==> src/rtl/mc_scpu_pkg.sv <==
// Shared types and encodings for the multi-cycle SCPU control unit.
// Optional performance counters in the top are enabled by MC_SCPU_PERF_EN.
package mc_scpu_pkg;

    typedef enum logic [2:0] {
        S_FETCH  = 3'd0,
        S_DECODE = 3'd1,
        S_EXEC   = 3'd2,
        S_MEM    = 3'd3,
        S_WB     = 3'd4,
        S_FAULT  = 3'd7
    } state_e;

    typedef enum logic [2:0] {
        CL_R, CL_I, CL_LOAD, CL_STORE, CL_BRANCH, CL_JAL, CL_JALR, CL_LUI
    } inst_class_e;

    localparam logic [6:0] OP_R      = 7'b0110011;
    localparam logic [6:0] OP_I      = 7'b0010011;
    localparam logic [6:0] OP_LOAD   = 7'b0000011;
    localparam logic [6:0] OP_STORE  = 7'b0100011;
    localparam logic [6:0] OP_BRANCH = 7'b1100011;
    localparam logic [6:0] OP_JAL    = 7'b1101111;
    localparam logic [6:0] OP_JALR   = 7'b1100111;
    localparam logic [6:0] OP_LUI    = 7'b0110111;

    localparam logic [1:0] PCSRC_PC4 = 2'b00;
    localparam logic [1:0] PCSRC_IMM = 2'b01;
    localparam logic [1:0] PCSRC_ALU = 2'b10;

    localparam logic [1:0] MTR_ALU = 2'b00;
    localparam logic [1:0] MTR_MEM = 2'b01;
    localparam logic [1:0] MTR_PC4 = 2'b10;
    localparam logic [1:0] MTR_IMM = 2'b11;

    localparam logic [2:0] IMM_I = 3'd0;
    localparam logic [2:0] IMM_S = 3'd1;
    localparam logic [2:0] IMM_B = 3'd2;
    localparam logic [2:0] IMM_J = 3'd3;
    localparam logic [2:0] IMM_U = 3'd4;

    localparam logic [3:0] ALU_ADD = 4'b0000;
    localparam logic [3:0] ALU_SUB = 4'b1000;

    localparam logic [31:0] INST_NOP = 32'h0000_0013;

endpackage

==> src/rtl/mc_scpu_decode.sv <==
// Combinational instruction decode: opcode/funct fields to class, legality
// and the static datapath selects that follow the latched instruction.
module mc_scpu_decode
    import mc_scpu_pkg::*;
(
    input  logic [6:0]  opcode,
    input  logic [2:0]  funct3,
    input  logic        funct7_b5,
    output inst_class_e inst_class,
    output logic        legal,
    output logic [2:0]  imm_sel,
    output logic        alu_src_b,
    output logic [3:0]  alu_ctrl,
    output logic [1:0]  mem_to_reg
);

    always_comb begin
        inst_class = CL_I;
        legal      = 1'b1;
        imm_sel    = IMM_I;
        alu_src_b  = 1'b1;
        alu_ctrl   = {1'b0, funct3};
        mem_to_reg = MTR_ALU;
        case (opcode)
            OP_R: begin
                inst_class = CL_R;
                alu_src_b  = 1'b0;
                alu_ctrl   = {funct7_b5, funct3};
            end
            OP_I: begin
                // Only the right shifts carry an op-select bit in funct7
                if (funct3 == 3'b101) alu_ctrl = {funct7_b5, 3'b101};
            end
            OP_LOAD: begin
                inst_class = CL_LOAD;
                alu_ctrl   = ALU_ADD;
                mem_to_reg = MTR_MEM;
            end
            OP_STORE: begin
                inst_class = CL_STORE;
                imm_sel    = IMM_S;
                alu_ctrl   = ALU_ADD;
            end
            OP_BRANCH: begin
                inst_class = CL_BRANCH;
                imm_sel    = IMM_B;
                alu_src_b  = 1'b0;
                alu_ctrl   = ALU_SUB;
                legal      = (funct3 == 3'b000) || (funct3 == 3'b001);
            end
            OP_JAL: begin
                inst_class = CL_JAL;
                imm_sel    = IMM_J;
                alu_ctrl   = ALU_ADD;
                mem_to_reg = MTR_PC4;
            end
            OP_JALR: begin
                inst_class = CL_JALR;
                alu_ctrl   = ALU_ADD;
                mem_to_reg = MTR_PC4;
            end
            OP_LUI: begin
                inst_class = CL_LUI;
                imm_sel    = IMM_U;
                alu_ctrl   = ALU_ADD;
                mem_to_reg = MTR_IMM;
            end
            default: begin
                legal    = 1'b0;
                alu_ctrl = ALU_ADD;
            end
        endcase
    end

endmodule

==> src/rtl/mc_scpu_ctrl.sv <==
// Multi-cycle RV32I-subset control FSM with MIO_ready wait states, wait timeout
// and sticky fault. Define MC_SCPU_PERF_EN to add cycle/instret counters.
module mc_scpu_ctrl
    import mc_scpu_pkg::*;
#(
    parameter logic [31:0] RESET_PC    = 32'h0000_0000,
    parameter int unsigned MEM_TIMEOUT = 15
) (
    input  logic        clk,
    input  logic        rst,
    input  logic        MIO_ready,
    input  logic [31:0] inst_in,
    input  logic        ALU_zero,
    output logic [31:0] IR_out,
    output logic [31:0] pc_rst_val,
    output logic        IRWrite,
    output logic        PCWrite,
    output logic        RegWrite,
    output logic        MemRW,
    output logic        CPU_MIO,
    output logic        ALUSrc_B,
    output logic [1:0]  PCSrc,
    output logic [1:0]  MemtoReg,
    output logic [2:0]  ImmSel,
    output logic [3:0]  ALU_Control,
    output logic [2:0]  state_out,
    output logic        fault
`ifdef MC_SCPU_PERF_EN
    ,
    output logic [31:0] cycle_cnt,
    output logic [31:0] instret_cnt
`endif
);

    localparam logic [7:0] TIMEOUT_C = 8'(MEM_TIMEOUT);

    state_e      state, state_next;
    logic [31:0] ir_q;
    logic [7:0]  wait_cnt;
    logic        wait_expired;
    logic        wait_clr;
    logic        wait_inc;
    inst_class_e dec_class;
    logic        dec_legal;
    logic        br_taken;

    mc_scpu_decode u_decode (
        .opcode     (ir_q[6:0]),
        .funct3     (ir_q[14:12]),
        .funct7_b5  (ir_q[30]),
        .inst_class (dec_class),
        .legal      (dec_legal),
        .imm_sel    (ImmSel),
        .alu_src_b  (ALUSrc_B),
        .alu_ctrl   (ALU_Control),
        .mem_to_reg (MemtoReg)
    );

    assign wait_expired = (wait_cnt == TIMEOUT_C) && !MIO_ready;
    assign br_taken     = ir_q[12] ? !ALU_zero : ALU_zero;
    // The counter restarts whenever a wait state is freshly entered
    assign wait_clr     = (state_next != state) &&
                          ((state_next == S_FETCH) || (state_next == S_MEM));
    assign wait_inc     = ((state == S_FETCH) || (state == S_MEM)) && !MIO_ready;

    always_ff @(posedge clk) begin
        if (rst) begin
            state    <= S_FETCH;
            ir_q     <= INST_NOP;
            wait_cnt <= 8'd0;
        end else begin
            state <= state_next;
            if (IRWrite) ir_q <= inst_in;
            if (wait_clr)      wait_cnt <= 8'd0;
            else if (wait_inc) wait_cnt <= wait_cnt + 8'd1;
        end
    end

    always_comb begin
        state_next = state;
        IRWrite    = 1'b0;
        PCWrite    = 1'b0;
        RegWrite   = 1'b0;
        MemRW      = 1'b0;
        CPU_MIO    = 1'b0;
        PCSrc      = PCSRC_PC4;
        case (state)
            S_FETCH: begin
                CPU_MIO = 1'b1;
                if (MIO_ready) begin
                    IRWrite    = 1'b1;
                    state_next = S_DECODE;
                end else if (wait_expired) begin
                    state_next = S_FAULT;
                end
            end
            S_DECODE: state_next = dec_legal ? S_EXEC : S_FAULT;
            S_EXEC: begin
                case (dec_class)
                    CL_BRANCH: begin
                        PCWrite    = 1'b1;
                        PCSrc      = br_taken ? PCSRC_IMM : PCSRC_PC4;
                        state_next = S_FETCH;
                    end
                    CL_LOAD, CL_STORE: state_next = S_MEM;
                    default:           state_next = S_WB;
                endcase
            end
            S_MEM: begin
                CPU_MIO = 1'b1;
                MemRW   = (dec_class == CL_STORE);
                if (MIO_ready) begin
                    if (dec_class == CL_STORE) begin
                        PCWrite    = 1'b1;
                        state_next = S_FETCH;
                    end else begin
                        state_next = S_WB;
                    end
                end else if (wait_expired) begin
                    state_next = S_FAULT;
                end
            end
            S_WB: begin
                RegWrite   = 1'b1;
                PCWrite    = 1'b1;
                state_next = S_FETCH;
                if (dec_class == CL_JAL)       PCSrc = PCSRC_IMM;
                else if (dec_class == CL_JALR) PCSrc = PCSRC_ALU;
            end
            S_FAULT: state_next = S_FAULT;
            default: state_next = S_FAULT;
        endcase
        // Reset abandons any bus request immediately, not on the next edge
        if (rst) begin
            IRWrite  = 1'b0;
            PCWrite  = 1'b0;
            RegWrite = 1'b0;
            MemRW    = 1'b0;
            CPU_MIO  = 1'b0;
            PCSrc    = PCSRC_PC4;
        end
    end

    assign IR_out     = ir_q;
    assign pc_rst_val = RESET_PC;
    assign state_out  = state;
    assign fault      = (state == S_FAULT);

`ifdef MC_SCPU_PERF_EN
    always_ff @(posedge clk) begin
        if (rst) begin
            cycle_cnt   <= 32'd0;
            instret_cnt <= 32'd0;
        end else if (state != S_FAULT) begin
            cycle_cnt <= cycle_cnt + 32'd1;
            if (PCWrite) instret_cnt <= instret_cnt + 32'd1;
        end
    end
`endif

endmodule

==> config.mk <==
export PLATFORM = sky130hd
export DESIGN_NAME = mc_scpu_ctrl
export DESIGN_NICKNAME = d
export VERILOG_FILES = /design/src/rtl/mc_scpu_pkg.sv /design/src/rtl/mc_scpu_decode.sv /design/src/rtl/mc_scpu_ctrl.sv
export SDC_FILE = /design/constraint.sdc
export NUM_CORES = 1
export LEC_CHECK = 0
export BUFFER_PORTS_ARGS = -buffer_cell sky130_fd_sc_hd__buf_2
export CELL_PAD_IN_SITES_DETAIL_PLACEMENT = 2
export CELL_PAD_IN_SITES_GLOBAL_PLACEMENT = 2
export CORE_AREA = 2 2 91 129
export CTS_CLUSTER_SIZE = 30
export DETAILED_ROUTE_END_ITERATION = 16
export DIE_AREA = 0 0 93 131
export PLACE_DENSITY_LB_ADDON = 0.1
export REMOVE_ABC_BUFFERS = 1
export SLEW_MARGIN = 20
export SYNTH_ARGS = -nofsm -noshare
export SYNTH_HDL_FRONTEND = slang
export SYNTH_SLANG_ARGS = --single-unit
==> constraint.sdc <==
create_clock -name clk -period 1.4 [get_ports clk]
set_input_delay 0.14 -clock clk [delete_from_list [all_inputs] [get_ports clk]]
set_output_delay 0.14 -clock clk [all_outputs]
set_load 0.05 [all_outputs]
==> results.cfg, run 1 <==
[outcome]
outcome = finished, violations left
failed_checks = setup timing

[timing]
setup-violations-final = 60
period_needed_ns = 1.99
fin_skew_ns = 0.00526
period_share_pct = 142
fin_setup_tns_ns = -14.35
fin_ws_ns = -0.590
hold_viol_final = 0
rsz0062_at_grt = yes
slew_violations = 0
timing.fmax_mhz = 502

[worst_setup_path]
regToRegEndpoint = state_out[0]
timing.setup.critical_path_class = reg2out
crit_path_start_kind = flip-flop
crit_path_top_delay_cell = sky130_fd_sc_hd__dfxtp_4
critical_path.cell_chain = buf_8 > and4bb_2 > and3_4 > nand3b_1 > a211oi_2 > buf_6
endpoint_kind_of_the_worst_setup_timing_path = output pin
crit_required_ns = 1.26
critical_path.reg2reg.startpoint = IR_out[3]
critical_path_peak_fanout = 4
reg2reg_slack_ns = -0.32
wp_data_arrival_ns = 1.85
worst_r2r_path_depth = 7
worst_path_dominant_cell_family = simple AND/OR/NAND/NOR gates
cp_num_cells = 6
critical_path_buf_inv_count = 2
critical-path-max-stage-delay_ns = 0.36

[yosys]
post_synth_and_or_nand_nor_area_fraction_pct = 28.0
synth-xor-area-share_pct = 3.99
synthAdderAreaFrac_pct = 0.525
synth.cell_area_mm2 = 0.00238
synth.most_common_cell = sky130_fd_sc_hd__nand2_1
syn_area_per_cell_um2 = 8.05
synthesis.yosys.warnings = 0
synth-main-ff-cell = sky130_fd_sc_hd__dfxtp_1
synth.mux.area_fraction_pct = 0.420
synthDominantCellAreaShare_pct = 36.1
ys_top_cells_by_area = sky130_fd_sc_hd__dfxtp_1 (36%), sky130_fd_sc_hd__buf_4 (11%), sky130_fd_sc_hd__nand2_1 (11%)
synth_top_family_by_area = simple AND/OR/NAND/NOR gates
yosysUniqueCellTypes = 54
ys_async_sr_fraction_pct = 0
number_of_flops_mapped_to_enable_cells_by_yosys = 0
netlist_instances = 296
synth.yosys.seq_area_share_pct = 36.1
synth.top_cells.by_count = sky130_fd_sc_hd__nand2_1 (68), sky130_fd_sc_hd__dfxtp_1 (43), sky130_fd_sc_hd__buf_4 (35)
compound_cell_area_share_of_the_yosys_netlist_pct = 15.9
yosys.area.top_type = sky130_fd_sc_hd__dfxtp_1
ys_ff_latch = 43

[finish]
post-route-cell-area_mm2 = 0.00477
multiInputGateArea_mm2 = 0.00199
areaGrowthSynthToFinish_pct = 100
finalNetCount = 494
fin_cells = 601
regArea_um2 = 880
antenna_fix_cells = 0
num-fill-cells = 1229
layout-drive-gt1-share_pct = 69.1

[drt]
detail_route.wl_per_cell_um = 18.5
detailedRoute.firstPassIterationCount = 4
post-route-drc-count = 0
route.detailed.vias_per_inst = 4.45
final_routed_wirelength_um = 11100
final_antenna_net_count = 0
num_vias = 2672
drt_iter0_markers = 45

[grt]
grt.total_usage_pct = 17.0
grt_pass1_vias = 2818
global_route_wire_length_before_repair_um = 15800
grt.overflow.total = 0
pin_count_of_the_biggest_net_entering_global_routing = 25
number_of_antenna_violations_at_the_first_check_in_global_routing = 1

[clock_tree]
tritoncts_clock_tree = built
clkSlewWorstSetupHoldPaths_ns = 0.06
cts-buffers-inserted = 5
worstSkewPairLatency_ns = 0.29
clk_root_buffer_cell = sky130_fd_sc_hd__clkbuf_16
cts.hold.buffers_added = 0
h_tree_depth = 2
numClockSinks = 43
cts_max_path_buffers = 2

[run]
max_cap_viol_count = 0

[pwr]
total_power_mw = 10.6
power-per-cell-area_mw_per_mm2 = 2220
vdd_ir_drop_max_v = 0.00129
power_leakage_nw = 2.09

[floorplan]
fp.dieW_um = 93
floorplan.die_area_mm2 = 0.0122
start_util_pct = 21.6
design.portCount = 121
die_height_um = 131
core.rowCount = 46
core_area_mm2 = 0.0111

[placement]
place_hpwl_um = 6990
post_place_cell_area_mm2 = 0.00321
routabilityCongestion = 0.728
place_inst = 559
dpl_worst_slack_ns = -0.530
place.port_buffers = 88

[hold_path]
worst_hold_startpoint = inst_in[4]
timing.hold.worst_endpoint = IR_out[4]
hold_path_class = in2reg
min_delay_path_depth = 3
-- metal layers --
layer | part of all wire, % | track usage (%) | vias up
met1 | 34 | 17.6 | 1332
met4 | 0.89 | 3.37 | 2
met2 | 61 | 34.4 | 61
met3 | 4.3 | 4.13 | 10
met5 | 0.12 | 0 | -
li1 | - | - | 1267
-- repair_timing --
action                                  CTS  global route
cloned                                    5             2
hold endpoints to repair                  0             0
resized for setup                       109           152
pin swaps                                27            75
endpoints found under the setup margin   62            61
buffers inserted                         17            15
-- flip-flops by register name, indices dropped and copies added (netlist names) --
| register | flops |
|---|---|
| IR_out | 32 |
| state_out | 3 |
| wait_cnt | 8 |
-- logic make-up after synthesis --
family          count (synthesis)
xor+xnor                       10
other cells                     1
compound gates                 60
fa+ha+maj                       1
buf+inv                        55
mux                             1
simple gates                  125
flops                          43
-- worst reg2reg max path: stages, from the launching register on --
cell	delay, ns
sky130_fd_sc_hd__dfxtp_4	0.36
sky130_fd_sc_hd__buf_8	0.12
sky130_fd_sc_hd__buf_4	0.14
sky130_fd_sc_hd__or3b_4	0.42
sky130_fd_sc_hd__a21oi_4	0.18
sky130_fd_sc_hd__buf_6	0.11
sky130_fd_sc_hd__a211o_1	0.15
sky130_fd_sc_hd__a31oi_2	0.11
-- worst max-delay path by stage --
stage,from,endpoint
finish,IR_out[3],ALU_Control[3]
detailed placement,IR_out[2],PCSrc[0]
global route,IR_out[3],ALU_Control[3]
floorplan,IR_out[6],PCSrc[0]
CTS,IR_out[2],PCWrite
global placement,IR_out[2],PCSrc[0]
-- cell type report --
cell class / instances / area share, %
clock buffer: 6 / 2.70
clock inverter: 1 / 0.630
inverter: 2 / 0.157
multi-input combinational: 229 / 41.7
sequential: 43 / 18.4
tap: 144 / 3.78
timing repair buffer: 176 / 32.6
-- where the power goes --
group          internal (mW)  switching (mW)  leakage (nW)
Clock                  0.834           0.513        0.0769
Combinational           3.19            4.21          1.66
Sequential              1.54           0.275         0.354
Total                   5.57            5.00          2.09
-- placed cells by master (no fill, tap or decap), types with 6 or more instances in the layout --
master	netlist	routed
sky130_fd_sc_hd__nand2_1	68	30
sky130_fd_sc_hd__buf_4	35	50
sky130_fd_sc_hd__nand2_2	0	11
sky130_fd_sc_hd__buf_8	0	12
sky130_fd_sc_hd__dfxtp_1	43	34
sky130_fd_sc_hd__conb_1	1	32
sky130_fd_sc_hd__buf_6	1	31
sky130_fd_sc_hd__a21oi_2	0	29
sky130_fd_sc_hd__dfxtp_2	0	6
sky130_fd_sc_hd__buf_2	6	69
sky130_fd_sc_hd__nor2_4	0	6
sky130_fd_sc_hd__clkbuf_16	0	6
sky130_fd_sc_hd__a211oi_2	0	8
sky130_fd_sc_hd__nand2_4	0	26
sky130_fd_sc_hd__buf_12	0	8
-- per-stage QoR --
stage               hold slack (ns)  util, %
detailed placement            0.364     29.1
global placement              0.360     29.1
floorplan                     0.209        -
global route                 0.0737     43.2
CTS                          0.0560     36.9
finish                       0.0747     43.2
No activity file was read; power rests on OpenSTA's default activity.
==> inputs of run 2 (changes only) <==
--- a/config.mk
+++ b/config.mk
@@ -13,6 +13,7 @@
 export DETAILED_ROUTE_END_ITERATION = 16
 export DIE_AREA = 0 0 93 131
 export PLACE_DENSITY_LB_ADDON = 0.1
+export RECOVER_POWER = 100
 export REMOVE_ABC_BUFFERS = 1
 export SLEW_MARGIN = 20
 export SYNTH_ARGS = -nofsm -noshare
==> results.cfg, run 2 (synthesis gave the netlist of run 1 again) <==
[placement]
routabilityCongestion = 0.728
post_place_cell_area_mm2 = 0.00321
place_hpwl_um = 6990
place.port_buffers = 88

[grt]
number_of_antenna_violations_at_the_first_check_in_global_routing = 1
grt.total_usage_pct = 17.0
global_route_wire_length_before_repair_um = 15800
pin_count_of_the_biggest_net_entering_global_routing = 25
grt.overflow.total = 0
grt_pass1_vias = 2818

[drt]
num_vias = 2672
detail_route.wl_per_cell_um = 18.5
detailedRoute.firstPassIterationCount = 4
drt_iter0_markers = 47
post-route-drc-count = 0
route.detailed.vias_per_inst = 4.45
final_routed_wirelength_um = 11100
final_antenna_net_count = 0

[worst_setup_path]
endpoint_kind_of_the_worst_setup_timing_path = output pin
crit_required_ns = 1.26
wp_data_arrival_ns = 1.85
timing.setup.critical_path_class = reg2out
critical_path_peak_fanout = 4
crit_path_start_kind = flip-flop

[pwr]
vdd_ir_drop_max_v = 0.00129
total_power_mw = 10.5
power-per-cell-area_mw_per_mm2 = 2220
power_leakage_nw = 2.01

[clock_tree]
numClockSinks = 43
tritoncts_clock_tree = built
h_tree_depth = 2
cts.hold.buffers_added = 0
cts_max_path_buffers = 2
worstSkewPairLatency_ns = 0.29
clk_root_buffer_cell = sky130_fd_sc_hd__clkbuf_16
clkSlewWorstSetupHoldPaths_ns = 0.06
cts-buffers-inserted = 5

[finish]
post-route-cell-area_mm2 = 0.00475
finalNetCount = 494
areaGrowthSynthToFinish_pct = 99.2
largest_reg_flops = 32
finish.utilization_pct = 43.0
layout-drive-gt1-share_pct = 65.4
most-common-layout-cells = sky130_fd_sc_hd__buf_4 (50), sky130_fd_sc_hd__buf_2 (47), sky130_fd_sc_hd__dfxtp_1 (34)
mostFrequentLayoutCell = sky130_fd_sc_hd__buf_4
antenna_fix_cells = 0
num-fill-cells = 1233

[timing]
fin_ws_ns = -0.590
fin_setup_tns_ns = -14.36
setup-violations-final = 60
fin_skew_ns = 0.00523
period_share_pct = 142
timing.fmax_mhz = 502
rsz0062_at_grt = yes
whs_ns = 0.0747
max_slew_margin_pct = 59.6
timing_worst_slew_pin_value_ns = 0.608
slew_violations = 0
hold_viol_final = 0
period_needed_ns = 1.99

[floorplan]
core_area_mm2 = 0.0111
floorplan.die_area_mm2 = 0.0122
design.portCount = 121
die_height_um = 131
core.rowCount = 46
start_util_pct = 21.6
fp.dieW_um = 93

[run]
max_cap_viol_count = 0

[outcome]
outcome = finished, violations left
failed_checks = setup timing

[hold_path]
hold_path_class = in2reg
run 2: cell types whose count changed in the layout (fill, tap and decap cells not counted):
cell and change:
sky130_fd_sc_hd__buf_2 -22, sky130_fd_sc_hd__clkbuf_1 +17, sky130_fd_sc_hd__clkbuf_2 +5
run 2: repair_timing:
item	4_1_cts	5_1_grt
pin swaps	27	75
resized for setup	109	152
cloned	5	2
setup buffers	17	15
endpoints found under the setup margin	62	61
run 2: stage by stage:
stage | setup slack [ns] | std cells
finish | -0.590 | 601
global route | -0.661 | 601
CTS | -0.595 | 588
detailed placement | -0.530 | 559
global placement | -0.542 | 559
floorplan | -2.10 | 274
run 2: metal layers:
layer / part of all wire (%) / global-route usage [%]
met1: 34 / 17.6
met2: 61 / 34.4
met3: 4.3 / 4.13
met4: 0.89 / 3.37
met5: 0.12 / 0
run 2: report_power, final:
part	internal, mW	switching (mW)	total (mW)
Combinational	3.16	4.21	7.37
Clock	0.834	0.513	1.35
Sequential	1.54	0.279	1.82
run 2: path summary, 6_finish.rpt:
kind,start,endpoint,slack (ns),cells after the start
setup reg to reg,IR_out[3],state_out[0],-0.32,7
hold reg to reg,IR_out[21],IR_out[21],0.46,2
hold / removal,inst_in[4],IR_out[4],0.07,3
setup / recovery,IR_out[3],ALU_Control[3],-0.59,6
run 2: critical path, stage by stage (launching register included):
cell                       delay (ns)
sky130_fd_sc_hd__dfxtp_4         0.36
sky130_fd_sc_hd__buf_8           0.12
sky130_fd_sc_hd__and4bb_2        0.32
sky130_fd_sc_hd__and3_4          0.19
sky130_fd_sc_hd__nand3b_1        0.10
sky130_fd_sc_hd__a211oi_2        0.28
sky130_fd_sc_hd__buf_6           0.19
run 2: final cells by class:
class,instances,area (um2),area share (%)
tap,144,180,3.79
timing repair buffer,176,1530,32.3
multi-input combinational,229,1990,41.9
clock buffer,6,129,2.71
clock inverter,1,30.0,0.632
sequential,43,880,18.5
inverter,2,7.51,0.158
==> inputs of run 3 (changes only) <==
--- a/config.mk
+++ b/config.mk
@@ -9,12 +9,12 @@
 export CELL_PAD_IN_SITES_DETAIL_PLACEMENT = 2
 export CELL_PAD_IN_SITES_GLOBAL_PLACEMENT = 2
 export CORE_AREA = 2 2 91 129
+export CTS_BUF_LIST = sky130_fd_sc_hd__clkbuf_4 sky130_fd_sc_hd__clkbuf_8
 export CTS_CLUSTER_SIZE = 30
 export DETAILED_ROUTE_END_ITERATION = 16
 export DIE_AREA = 0 0 93 131
 export PLACE_DENSITY_LB_ADDON = 0.1
 export RECOVER_POWER = 100
-export REMOVE_ABC_BUFFERS = 1
 export SLEW_MARGIN = 20
 export SYNTH_ARGS = -nofsm -noshare
 export SYNTH_HDL_FRONTEND = slang
==> results.cfg, run 3 (synthesis gave the netlist of run 1 again) <==
[outcome]
outcome = finished, violations left
failed_checks = setup timing

[timing]
setup-violations-final = 62
whs_ns = 0.0433
fin_ws_ns = -0.659
fin_skew_ns = 0.00828
period_share_pct = 147
hold_viol_final = 0
slew_violations = 0
rsz0062_at_grt = yes
period_needed_ns = 2.06
timing.fmax_mhz = 486
fin_setup_tns_ns = -19.52

[floorplan]
floorplan.die_area_mm2 = 0.0122
die_height_um = 131
fp.dieW_um = 93
design.portCount = 121
core_area_mm2 = 0.0111
core.rowCount = 46
start_util_pct = 21.6

[finish]
mostFrequentLayoutCell = sky130_fd_sc_hd__buf_4
fin_cells = 607
finish.utilization_pct = 43.8
most-common-layout-cells = sky130_fd_sc_hd__buf_4 (53), sky130_fd_sc_hd__buf_2 (37), sky130_fd_sc_hd__buf_6 (36)
largest_reg_flops = 32
num-fill-cells = 1216
layout-drive-gt1-share_pct = 73.4
finalNetCount = 499
antenna_fix_cells = 0
areaGrowthSynthToFinish_pct = 103

[grt]
grt.total_usage_pct = 17.6
grt_pass1_vias = 2950
global_route_wire_length_before_repair_um = 16200
number_of_antenna_violations_at_the_first_check_in_global_routing = 0
pin_count_of_the_biggest_net_entering_global_routing = 25
grt.overflow.total = 0

[run]
max_cap_viol_count = 0

[worst_setup_path]
crit_path_top_delay_cell = sky130_fd_sc_hd__or3b_4
critical_path_peak_fanout = 6
crit_path_start_kind = flip-flop
wp_data_arrival_ns = 1.92
timing.setup.critical_path_class = reg2out
endpoint_kind_of_the_worst_setup_timing_path = output pin
crit_required_ns = 1.26
critical_path.cell_chain = nand4bb_4 > or2_4 > or3b_4 > a21oi_4 > buf_6
critical-path-max-stage-delay_ns = 0.41

[clock_tree]
cts.hold.buffers_added = 0
h_tree_depth = 2
cts-buffers-inserted = 5
clk_root_buffer_cell = sky130_fd_sc_hd__clkbuf_8
numClockSinks = 43
cts_max_path_buffers = 2
tritoncts_clock_tree = built
worstSkewPairLatency_ns = 0.32
clkSlewWorstSetupHoldPaths_ns = 0.10

[placement]
place_hpwl_um = 7000
place.port_buffers = 88
routabilityCongestion = 0.748
place_inst = 564
dpl_worst_slack_ns = -0.369

[drt]
detail_route.wl_per_cell_um = 17.8
route.detailed.vias_per_inst = 4.41
detailedRoute.firstPassIterationCount = 4
final_antenna_net_count = 0
final_routed_wirelength_um = 10800
post-route-drc-count = 0
num_vias = 2674
drt_iter0_markers = 59

[pwr]
vdd_ir_drop_max_v = 0.000948
power-per-cell-area_mw_per_mm2 = 2180
power_leakage_nw = 2.10

[hold_path]
hold_path_class = in2reg
[run 3: changes by cell type in the layout (fill, tap and decap cells not counted), moves of 5 or more]
cell,previous run,this run
sky130_fd_sc_hd__buf_12,8,13
sky130_fd_sc_hd__clkbuf_8,0,5
sky130_fd_sc_hd__a211oi_1,0,6
sky130_fd_sc_hd__clkbuf_2,5,31
sky130_fd_sc_hd__a211oi_2,8,2
sky130_fd_sc_hd__dfxtp_4,3,9
sky130_fd_sc_hd__clkbuf_16,6,0
sky130_fd_sc_hd__nand2_4,26,35
sky130_fd_sc_hd__buf_2,47,37
sky130_fd_sc_hd__dfxtp_2,6,1
sky130_fd_sc_hd__buf_6,31,36
sky130_fd_sc_hd__nand2_2,11,24
sky130_fd_sc_hd__clkbuf_1,18,0
sky130_fd_sc_hd__nand2_1,30,9
[run 3: cell type report]
| type | count | area, um2 | share of cell area, % |
|---|---|---|---|
| Tap cell | 144 | 180 | 3.72 |
| Timing Repair Buffer | 181 | 1590 | 32.8 |
| Clock buffer | 5 | 68.8 | 1.42 |
| Multi-Input combinational cell | 229 | 2050 | 42.4 |
| Sequential cell | 43 | 896 | 18.5 |
| Inverter | 2 | 10.0 | 0.207 |
| Clock inverter | 3 | 43.8 | 0.905 |
[run 3: layer usage]
metal / global-route usage [%] / share of wire [%] / vias up
met1: 17.7 / 34 / 1337
met4: 3.72 / 0.78 / 0
met5: 0 / 0 / -
met2: 36.3 / 61 / 54
li1: - / - / 1277
met3: 3.90 / 3.8 / 6
[run 3: what timing repair did]
action | 4_1_cts | 5_1_grt
gates cloned | 7 | 0
gates resized for setup | 171 | 83
hold endpoints to repair | 0 | 0
setup buffers | 25 | 18
pin swaps | 65 | 58
setup endpoints to repair | 61 | 64
[run 3: metrics by stage]
step	power (mW)	cell area [um2]
after detailed placement	6.71	3480
after CTS	10.1	4550
after global routing	11.1	4840
final	10.5	4840
after global placement	6.64	3480
after floorplan	5.22	2800
[run 3: power by group]
| part | switching [mW] | internal, mW |
|---|---|---|
| Sequential | 0.349 | 1.56 |
| Clock | 0.512 | 0.533 |
| Combinational | 4.23 | 3.34 |
[run 3: final timing paths]
kind | cells after the start | start | slack (ns) | end
worst min-delay path | 3 | inst_in[0] | 0.04 | IR_out[0]
worst min register to register | 2 | IR_out[19] | 0.47 | IR_out[19]
worst max register to register | 9 | state_out[1] | -0.37 | IR_out[5]
worst max-delay path | 5 | IR_out[2] | -0.66 | PCWrite
[run 3: critical path, delay by kind of cell, from the launching register on]
family	cells	cell delay [ns]
flops	1	0.37
compound gates	1	0.17
buf+inv	1	0.17
simple gates	3	0.89
